<file path="config.mk">
export PLATFORM = sky130hd
export DESIGN_NAME = axi2apb_apb_ctrl
export DESIGN_NICKNAME = d
export VERILOG_FILES = /design/src/rtl/axi2apb_apb_ctrl_pkg.sv /design/src/rtl/axi2apb_slv_mux.sv /design/src/rtl/axi2apb_apb_ctrl.sv
export SDC_FILE = /design/constraint.sdc
export NUM_CORES = 1
export LEC_CHECK = 0
export BUFFER_PORTS_ARGS = -buffer_cell sky130_fd_sc_hd__buf_2
export CAP_MARGIN = 20
export CORE_AREA = 2 2 125 127
export CTS_BUF_LIST = sky130_fd_sc_hd__clkbuf_8 sky130_fd_sc_hd__clkbuf_16
export CTS_CLUSTER_DIAMETER = 30
export DETAILED_ROUTE_END_ITERATION = 7
export DIE_AREA = 0 0 127 129
export GPL_TIMING_DRIVEN = 0
export PLACE_DENSITY = 0.68
export SYNTH_ARGS = -nofsm -noshare
export SYNTH_HDL_FRONTEND = slang
export SYNTH_SLANG_ARGS = --single-unit
</file>
<file path="constraint.sdc">
create_clock -name clk -period 4.5 [get_ports clk]
set_input_delay 0.675 -clock clk [delete_from_list [all_inputs] [get_ports clk]]
set_output_delay 0.675 -clock clk [all_outputs]
set_load 0.05 [all_outputs]
</file>
<file path="src/rtl/axi2apb_apb_ctrl_pkg.sv">
// rtl/axi2apb_apb_ctrl_pkg.sv - shared constants and state encoding for the APB sequencer
package axi2apb_apb_ctrl_pkg;

  localparam int DATA_BITS = 32;

  localparam logic [1:0] RESP_OKAY   = 2'b00;
  localparam logic [1:0] RESP_SLVERR = 2'b10;
  localparam logic [1:0] RESP_DECERR = 2'b11;

  typedef enum logic [2:0] {
    ST_IDLE   = 3'd0,
    ST_WAIT_W = 3'd1,
    ST_SETUP  = 3'd2,
    ST_ACCESS = 3'd3,
    ST_RESP   = 3'd4
  } state_e;

endpackage

</file>
<file path="src/rtl/axi2apb_slv_mux.sv">
// rtl/axi2apb_slv_mux.sv - combinational selection of the addressed slave's return signals
module axi2apb_slv_mux
  import axi2apb_apb_ctrl_pkg::*;
#(
  parameter int SLV_NUM  = 4,
  parameter int SLV_BITS = 2
) (
  input  logic [SLV_BITS-1:0]          slv_i,
  input  logic [SLV_NUM*DATA_BITS-1:0] prdata_i,
  input  logic [SLV_NUM-1:0]           pready_i,
  input  logic [SLV_NUM-1:0]           pslverr_i,
  output logic [DATA_BITS-1:0]         prdata_o,
  output logic                         pready_o,
  output logic                         pslverr_o
);

  // An out-of-range index selects nothing: all outputs stay zero.
  always_comb begin
    prdata_o  = '0;
    pready_o  = 1'b0;
    pslverr_o = 1'b0;
    for (int k = 0; k < SLV_NUM; k++) begin
      if (slv_i == SLV_BITS'(k)) begin
        prdata_o  = prdata_i[k*DATA_BITS +: DATA_BITS];
        pready_o  = pready_i[k];
        pslverr_o = pslverr_i[k];
      end
    end
  end

endmodule

</file>
<file path="src/rtl/axi2apb_apb_ctrl.sv">
// rtl/axi2apb_apb_ctrl.sv - APB master sequencer: one FIFO command per APB transfer plus AXI response
module axi2apb_apb_ctrl
  import axi2apb_apb_ctrl_pkg::*;
#(
  parameter int ADDR_BITS = 24,
  parameter int ID_BITS   = 4,
  parameter int SLV_NUM   = 4,
  parameter int SLV_BITS  = 2,
  parameter int TIMEOUT   = 255
) (
  input  logic                         clk,
  input  logic                         reset,
  input  logic                         cmd_empty,
  input  logic                         cmd_read,
  input  logic                         cmd_err,
  input  logic [ID_BITS-1:0]           cmd_id,
  input  logic [ADDR_BITS-1:0]         cmd_addr,
  output logic                         finish_wr,
  output logic                         finish_rd,
  input  logic                         WVALID,
  input  logic                         WLAST,
  input  logic [DATA_BITS-1:0]         WDATA,
  output logic                         WREADY,
  output logic                         BVALID,
  input  logic                         BREADY,
  output logic [ID_BITS-1:0]           BID,
  output logic [1:0]                   BRESP,
  output logic                         RVALID,
  output logic                         RLAST,
  input  logic                         RREADY,
  output logic [ID_BITS-1:0]           RID,
  output logic [DATA_BITS-1:0]         RDATA,
  output logic [1:0]                   RRESP,
  output logic [SLV_NUM-1:0]           psel,
  output logic                         penable,
  output logic                         pwrite,
  output logic [ADDR_BITS-1:0]         paddr,
  output logic [DATA_BITS-1:0]         pwdata,
  input  logic [SLV_NUM*DATA_BITS-1:0] prdata,
  input  logic [SLV_NUM-1:0]           pready,
  input  logic [SLV_NUM-1:0]           pslverr
);

  // Last ACCESS cycle index before the transfer is abandoned.
  localparam logic [7:0] TMO_LAST = 8'(TIMEOUT - 1);

  state_e                 state_q;
  logic [SLV_NUM-1:0]     psel_q;
  logic                   penable_q;
  logic                   pwrite_q;
  logic [ADDR_BITS-1:0]   paddr_q;
  logic [DATA_BITS-1:0]   pwdata_q;
  logic [DATA_BITS-1:0]   rdata_q;
  logic [1:0]             resp_q;
  logic                   wready_q;
  logic                   bvalid_q;
  logic                   rvalid_q;
  logic [7:0]             cnt_q;

  logic [SLV_BITS-1:0]    slv;
  logic                   dec_miss;
  logic [SLV_NUM-1:0]     slv_onehot;
  logic [DATA_BITS-1:0]   sel_prdata;
  logic                   sel_pready;
  logic                   sel_pslverr;
  logic                   unused_wlast;

  // Single-beat commands: the last flag carries no information.
  assign unused_wlast = WLAST;

  assign slv      = cmd_addr[ADDR_BITS-1 -: SLV_BITS];
  assign dec_miss = ({1'b0, slv} >= (SLV_BITS+1)'(SLV_NUM));

  // Decode the slave index into the psel pattern driven during SETUP/ACCESS.
  always_comb begin
    slv_onehot = '0;
    for (int k = 0; k < SLV_NUM; k++) begin
      slv_onehot[k] = (slv == SLV_BITS'(k));
    end
  end

  axi2apb_slv_mux #(
    .SLV_NUM  (SLV_NUM),
    .SLV_BITS (SLV_BITS)
  ) u_slv_mux (
    .slv_i     (slv),
    .prdata_i  (prdata),
    .pready_i  (pready),
    .pslverr_i (pslverr),
    .prdata_o  (sel_prdata),
    .pready_o  (sel_pready),
    .pslverr_o (sel_pslverr)
  );

  // Command sequencer; every bus-facing control output is a register set on state entry.
  always_ff @(posedge clk or posedge reset) begin
    if (reset) begin
      state_q   <= ST_IDLE;
      psel_q    <= '0;
      penable_q <= 1'b0;
      pwrite_q  <= 1'b0;
      paddr_q   <= '0;
      pwdata_q  <= '0;
      rdata_q   <= '0;
      resp_q    <= RESP_OKAY;
      wready_q  <= 1'b0;
      bvalid_q  <= 1'b0;
      rvalid_q  <= 1'b0;
      cnt_q     <= '0;
    end else begin
      case (state_q)
        ST_IDLE: begin
          if (!cmd_empty) begin
            if (!cmd_read) begin
              state_q  <= ST_WAIT_W;
              wready_q <= 1'b1;
            end else if (cmd_err || dec_miss) begin
              state_q  <= ST_RESP;
              resp_q   <= cmd_err ? RESP_SLVERR : RESP_DECERR;
              rdata_q  <= '0;
              rvalid_q <= 1'b1;
            end else begin
              state_q  <= ST_SETUP;
              psel_q   <= slv_onehot;
              pwrite_q <= 1'b0;
              paddr_q  <= cmd_addr;
            end
          end
        end
        ST_WAIT_W: begin
          if (WVALID) begin
            pwdata_q <= WDATA;
            wready_q <= 1'b0;
            if (cmd_err || dec_miss) begin
              state_q  <= ST_RESP;
              resp_q   <= cmd_err ? RESP_SLVERR : RESP_DECERR;
              bvalid_q <= 1'b1;
            end else begin
              state_q  <= ST_SETUP;
              psel_q   <= slv_onehot;
              pwrite_q <= 1'b1;
              paddr_q  <= cmd_addr;
            end
          end
        end
        ST_SETUP: begin
          state_q   <= ST_ACCESS;
          penable_q <= 1'b1;
          cnt_q     <= '0;
        end
        ST_ACCESS: begin
          if (sel_pready) begin
            rdata_q   <= sel_prdata;
            resp_q    <= sel_pslverr ? RESP_SLVERR : RESP_OKAY;
            psel_q    <= '0;
            penable_q <= 1'b0;
            bvalid_q  <= ~cmd_read;
            rvalid_q  <= cmd_read;
            state_q   <= ST_RESP;
          end else if (cnt_q == TMO_LAST) begin
            resp_q    <= RESP_SLVERR;
            psel_q    <= '0;
            penable_q <= 1'b0;
            bvalid_q  <= ~cmd_read;
            rvalid_q  <= cmd_read;
            state_q   <= ST_RESP;
          end else begin
            cnt_q <= cnt_q + 8'd1;
          end
        end
        ST_RESP: begin
          if ((bvalid_q && BREADY) || (rvalid_q && RREADY)) begin
            bvalid_q <= 1'b0;
            rvalid_q <= 1'b0;
            state_q  <= ST_IDLE;
          end
        end
        default: state_q <= ST_IDLE;
      endcase
    end
  end

  assign psel      = psel_q;
  assign penable   = penable_q;
  assign pwrite    = pwrite_q;
  assign paddr     = paddr_q;
  assign pwdata    = pwdata_q;
  assign WREADY    = wready_q;
  assign BVALID    = bvalid_q;
  assign BID       = cmd_id;
  assign BRESP     = resp_q;
  assign RVALID    = rvalid_q;
  assign RLAST     = rvalid_q;
  assign RID       = cmd_id;
  assign RDATA     = rdata_q;
  assign RRESP     = resp_q;
  assign finish_wr = bvalid_q & BREADY;
  assign finish_rd = rvalid_q & RREADY;

endmodule
</file>
=== After elaboration in Yosys (flattened, before gate mapping) ===
Index checks and enable logic that the tools add are counted.

* Input port bits: 205
* Latch bits: 0
* Bits in read-only memories: 0
* RAM bits: 0
* Word-level logic and storage cells: 131
* Register bits: 110
* Memories: 0

* $mul: 0
* Div/mod/pow operators: 0
* Equal/unequal tests: 21
* Shift operators: 0
* Bitwise operators: 3
* Add/sub/neg operators: 1
* $lt $le $gt $ge: 0
* Mux-type cells: 72
* Reduce and logical (&&, ||, !) cells: 22

{| class="wikitable"
|+ Operators by type and width
! cell !! count
|-
| $mux W32 || 8
|-
| $mux W24 || 4
|-
| $pmux W32 S2 || 1
|-
| $pmux W24 S2 || 1
|-
| $mux W1 || 27
|-
| $mux W4 || 6
|-
| $ne A2 B2 Y1 const B || 12
|-
| $mux W3 || 7
|-
| $mux W8 || 2
|-
| $pmux W8 S2 || 1
|-
| $pmux W3 S5 || 1
|-
| $reduce_and A5 Y1 || 3
|-
| $mux W2 || 7
|-
| $pmux W4 S3 || 1
|-
| $reduce_and A4 Y1 || 3
|-
| $reduce_and A6 Y1 || 2
|-
| $reduce_bool A3 Y1 || 3
|-
| $add A8 B1 Y8 const B || 1
|-
| $eq A8 B8 Y1 const B || 1
|-
| $eq A3 B2 Y1 const B || 2
|-
| $pmux W1 S2 || 3
|-
| $pmux W1 S3 || 2
|-
| $pmux W2 S3 || 1
|-
| $reduce_bool A2 Y1 || 3
|-
| other kinds (13) || 17
|}

=== Longest topological paths before layout ===
* Depth in word-level cells: 8
* Gate-level depth with buffers: 7
* Mapped depth without buffers: 6

=== Modules after synthesis ===
A second synthesis with hierarchy kept.

* Cells, all modules: 455
* Area total of the unflattened synthesis: 5858.1 um2

{| class="wikitable"
|+ Modules (own cells, without submodules)
! module !! instances !! area an instance (um2) !! cells an instance !! seq. area each (um2)
|-
| axi2apb_apb_ctrl || 1 || 4987.3 || 413 || 2727.6
|-
| axi2apb_slv_mux || 1 || 870.8 || 42 || 0.0
|}

=== Worst setup path after synthesis ===
No wires, ideal clock.

* Path kind: input to register
* Start point: in cmd_addr[22]
* End point: reg psel_q[0] (netlist: psel[0])
* Cell stages on the path: 5
* Path buffers: 1
* Arrival: 2.066 ns
* Setup time: 0.125 ns
* Setup slack: 2.310 ns
* Cells stage by stage: buf_6 -> mux4_2 -> a211o_1 -> nand3_2 -> mux2_2

* Word-level cells in the longest chain between the ends: 7
* Elaborated cells between the ends (all ways): 16
* Classes of those cells: 4 x eq/ne; 10 x mux; 2 x reduce/logical

{| class="wikitable"
|+ Ends and longest elaborated chain
! element !! RTL line !! RTL
|-
| start, declared || axi2apb_apb_ctrl.sv:17 || <nowiki>input logic [ADDR_BITS-1:0] cmd_addr,</nowiki>
|-
| $logic_not A2 Y1 || axi2apb_slv_mux.sv:23, axi2apb_apb_ctrl.sv:78 ||
|-
| $mux W1 (4 in series) || axi2apb_slv_mux.sv:23 || <nowiki>if (slv_i == SLV_BITS'(k)) begin</nowiki>
|-
| $ne A3 B3 Y1 (no source line) or $mux W4 (tied branches) || n/a ||
|-
| $reduce_and A5 Y1 (no source line) or $pmux W4 S3 (tied branches) || n/a ||
|-
| end signal, assigned || axi2apb_apb_ctrl.sv:124 || <nowiki>psel_q <= slv_onehot;</nowiki>
|-
| end signal, assigned || axi2apb_apb_ctrl.sv:140 || <nowiki>psel_q <= slv_onehot;</nowiki>
|-
| end, declared || axi2apb_apb_ctrl.sv:48 || <nowiki>logic [SLV_NUM-1:0] psel_q;</nowiki>
|}

Parallel ways exist; a longest one is shown, timed or not. The select of a mux whose other input is x is not followed.
A chain may end at the register's enable or synchronous reset.

=== Worst setup path after layout ===
* Start point: reg state_q[0]
* End point: reg paddr_q[1] (netlist: paddr[1])

* Word-level cells in the longest chain between the ends: 3
* Elaborated cells between the ends (all ways): 8
* Classes of those cells: 4 x eq/ne; 1 x mux; 3 x reduce/logical

{| class="wikitable"
|+ Ends and longest elaborated chain
! element !! RTL line !! RTL
|-
| start, declared || axi2apb_apb_ctrl.sv:47 || <nowiki>state_e state_q;</nowiki>
|-
| start signal, assigned || axi2apb_apb_ctrl.sv:98 || <nowiki>state_q <= ST_IDLE;</nowiki>
|-
| start signal, assigned || axi2apb_apb_ctrl.sv:115 || <nowiki>state_q <= ST_WAIT_W;</nowiki>
|-
| start signal, assigned || axi2apb_apb_ctrl.sv:118 || <nowiki>state_q <= ST_RESP;</nowiki>
|-
| $eq A3 B1 Y1 or $logic_not A3 Y1 (tied branches) || axi2apb_apb_ctrl.sv:111 || <nowiki>case (state_q)</nowiki>
|-
| $ne A2 B2 Y1 (no source line) or $reduce_bool A2 Y1 (tied branches) || n/a ||
|-
| $reduce_and A4 Y1 (no source line) || n/a ||
|-
| end signal, assigned || axi2apb_apb_ctrl.sv:126 || <nowiki>paddr_q <= cmd_addr;</nowiki>
|-
| end signal, assigned || axi2apb_apb_ctrl.sv:142 || <nowiki>paddr_q <= cmd_addr;</nowiki>
|-
| end, declared || axi2apb_apb_ctrl.sv:51 || <nowiki>logic [ADDR_BITS-1:0] paddr_q;</nowiki>
|}

Parallel ways exist; a longest one is shown, timed or not.

==> impl_metrics.toml <==
[run_status]
status = "completed"

[detailed_routing]
drtAntennaViolNets = 0
wl_per_cell_um = 17.9
drt_pre_antenna_iters = 5
drt_iter0_markers = 188
drt_wl_total_mm = 16.3
vias = 4696
drcViolationCount = 0
vias_per_cell = 5.17

[cells_and_area]
diodes = 0
nFillCells = 1338
stdcell_count = 908
drive_above_1_share_pct = 62.5
area_delta_synth_final_pct = 38.9
postLayoutCellArea_um2 = 7500
multiInputGateArea_um2 = 2430
layout.nets = 922
regArea_um2 = 2730

[clock_tree]
cts_tree = "built"
cts_buffers = 9
insertion_delay_ns = 0.36
path_clk_slew_ns = 0.07
post_cts_buffers = 0
cts_max_level = 3
root_buffer = "clkbuf_16"
cts.sink_count = 109
cts_resized = 0
holdBufCountCts = 0
cts_buffer_depth = 2

[place]
pre_cts_ws_ns = 1.87
post_dp_cell_area_um2 = 7200
dp_hpwl_mm = 13.2
place_congestion = 0.838
io_buffers = 307
dp.cells = 892

[sta]
hold_violations = 0
grt_setup_unrepaired = "no"
setup_ws_ns = 2.24
setup_viol = 0
fin_crit_ns = 2.26
worstMarginPinSlew_ns = 0.736
fin_skew_ns = 0.00849
max-slew-margin-rel_pct = 50.6
min_period_over_period_pct = 50.2
max_freq_ghz = 0.443
drv_slew = 0
setup-tns-final_ns = 0

[synthesis]
netlist_top_cells_area = "dfrtp_1 (51%), mux4_2 (14%), mux2_2 (13%), a22o_1 (5.5%), buf_4 (1.7%)"
ys.flop_type = "dfrtp_1"
ys_seq_elements = 109
synth_edf_count = 0
ys_seq_area_share_pct = 50.5
yosysTopAreaCell = "dfrtp_1"
synth-warning-count = 0
synth_most_common_cell = "dfrtp_1"
mappedNetlistArea_um2 = 5400
synth_cell_type_count = 53
netlist.area_leader.share_pct = 50.5
syn_avg_cell_area_um2 = 13.7
syn_inst = 395
netlist_top_cells_count = "dfrtp_1 (109), mux2_2 (61), a22o_1 (34), mux4_2 (34), buf_2 (14)"
synthArstFlopShare_pct = 100

[grt]
grt_max_degree = 74
grt_usage_pct = 19.7
grt-ovfl-total = 0
grt_pass1_wl_mm = 25.1
first_global_vias = 4845
antenna_found_initial = 0

[floorplan]
core_area_um2 = 15000
start_util_pct = 36.0
die_w_um = 127
die_y_um = 129
die-area_um2 = 16400
io_pins = 317
rows = 45

[worst_setup_path]
cp_common_cell = "buf_2"
cp_cell_sequence = "buf_2, and2_0, o21ai_1, buf_2, mux2_2"
reg2regPathDepth = 5
endpoint_kind = "flip-flop"
worstReg2RegStart = "state_q[0]$_DFFE_PP0P_"
worstPathRequired_ns = 4.74
reg2reg_to = "paddr[1]$_DFFE_PP0P_"
path_class = "reg2reg"
cp_max_fo = 10
crit_path_start_kind = "flip-flop"
crit_slowest_cell = "o21ai_1"
arrival_ns = 2.50
reg2reg_slack_ns = 2.24
max_stage_delay_ns = 0.59

[power_and_ir_drop]
powerDensity_nw_per_um2 = 756
vdd_drop_max_v = 0.000302
p_leak_nw = 3.75

[flow_run]
cap_violations = 0

[hold_path]
worstHoldPathType = "in2async"
[metrics by stage]
stage          hold slack (ns)  total power (W)  utilization [%]
2_1_floorplan            0.478          0.00408                -
3_3_place_gp             0.459          0.00484             47.9
3_5_place_dp             0.471          0.00491             48.1
4_1_cts                  0.360          0.00572             50.1
5_1_grt                  0.383          0.00596             50.1
6_report                 0.350          0.00567             50.1
[final cells by class]
| class | instances | share of cell area [%] |
|---|---|---|
| inverters | 5 | 0.284 |
| well taps | 188 | 3.14 |
| clock buffers | 12 | 3.55 |
| flip-flops and latches | 109 | 36.4 |
| plain buffers | 41 | 2.99 |
| clock inverters | 4 | 0.400 |
| multi-input cells | 241 | 32.4 |
| repair buffers | 308 | 20.9 |
[sequential cells by signal (all words and copies together) (netlist names)]
name and cells:
WREADY 1, BVALID 1, penable 1, BRESP 1, pwrite 1, RDATA 32, pwdata 32, cnt_q 8
state_q 3, psel 4, paddr 24, RLAST 1
[routing by layer]
metal | GRT usage (%) | routed length (um) | vias to the layer above
met5 | 0 | 0 | -
met4 | 6.59 | 269 | 0
met3 | 3.83 | 1130 | 15
met2 | 34.7 | 8340 | 232
met1 | 24.5 | 6550 | 2314
li1 | - | - | 2135
[where the power goes]
part,internal [W],total (W),switching [W]
Combinational,0.000924,0.00320,0.00227
Clock,0.000423,0.000790,0.000366
Sequential,0.00143,0.00168,0.000254
Total,0.00278,0.00567,0.00289
[how the worst max path moves through the flow]
stage,start,endpoint,slack [ns],cells past startpoint
after floorplan,reset,BRESP[1]$_DFFE_PP0P_,0.95,1
after global placement,reset,RDATA[28]$_DFFE_PP0P_,-0.21,2
after detailed placement,cmd_addr[23],RDATA[4]$_DFFE_PP0P_,1.87,5
after CTS,state_q[0]$_DFFE_PP0P_,paddr[1]$_DFFE_PP0P_,2.20,5
after global routing,state_q[0]$_DFFE_PP0P_,paddr[1]$_DFFE_PP0P_,2.07,5
final,state_q[0]$_DFFE_PP0P_,paddr[1]$_DFFE_PP0P_,2.24,5
[cells by family after synthesis]
logic type,share of synthesized area (%)
muxes,27.3
and+or+nand+nor,6.79
other,0.0695
AOI/OAI and AO/OA,10.4
DFF,50.5
buffers and inverters,4.50
adders and majority gates,0.464
[layout by cell type (no fill, tap or decap), types with 4 or more instances in the layout]
| master | instances |
|---|---|
| dfrtp_1 | 109 |
| nand3_1 | 8 |
| buf_2 | 321 |
| a21oi_1 | 9 |
| inv_1 | 4 |
| buf_4 | 12 |
| clkbuf_16 | 9 |
| nor3_1 | 6 |
| nor2_1 | 13 |
| o21ai_0 | 7 |
| mux4_2 | 34 |
| a22o_1 | 34 |
| nand2_1 | 12 |
| clkbuf_1 | 12 |
| mux2_2 | 61 |
[critical path: cells and delay by family (launching register included)]
family | cells | cell delay [ns]
simple gates | 1 | 0.15
buf+inv | 2 | 0.61
mux | 1 | 0.38
compound gates | 1 | 0.59
flops | 1 | 0.41
(Power assumes the default switching activity.)
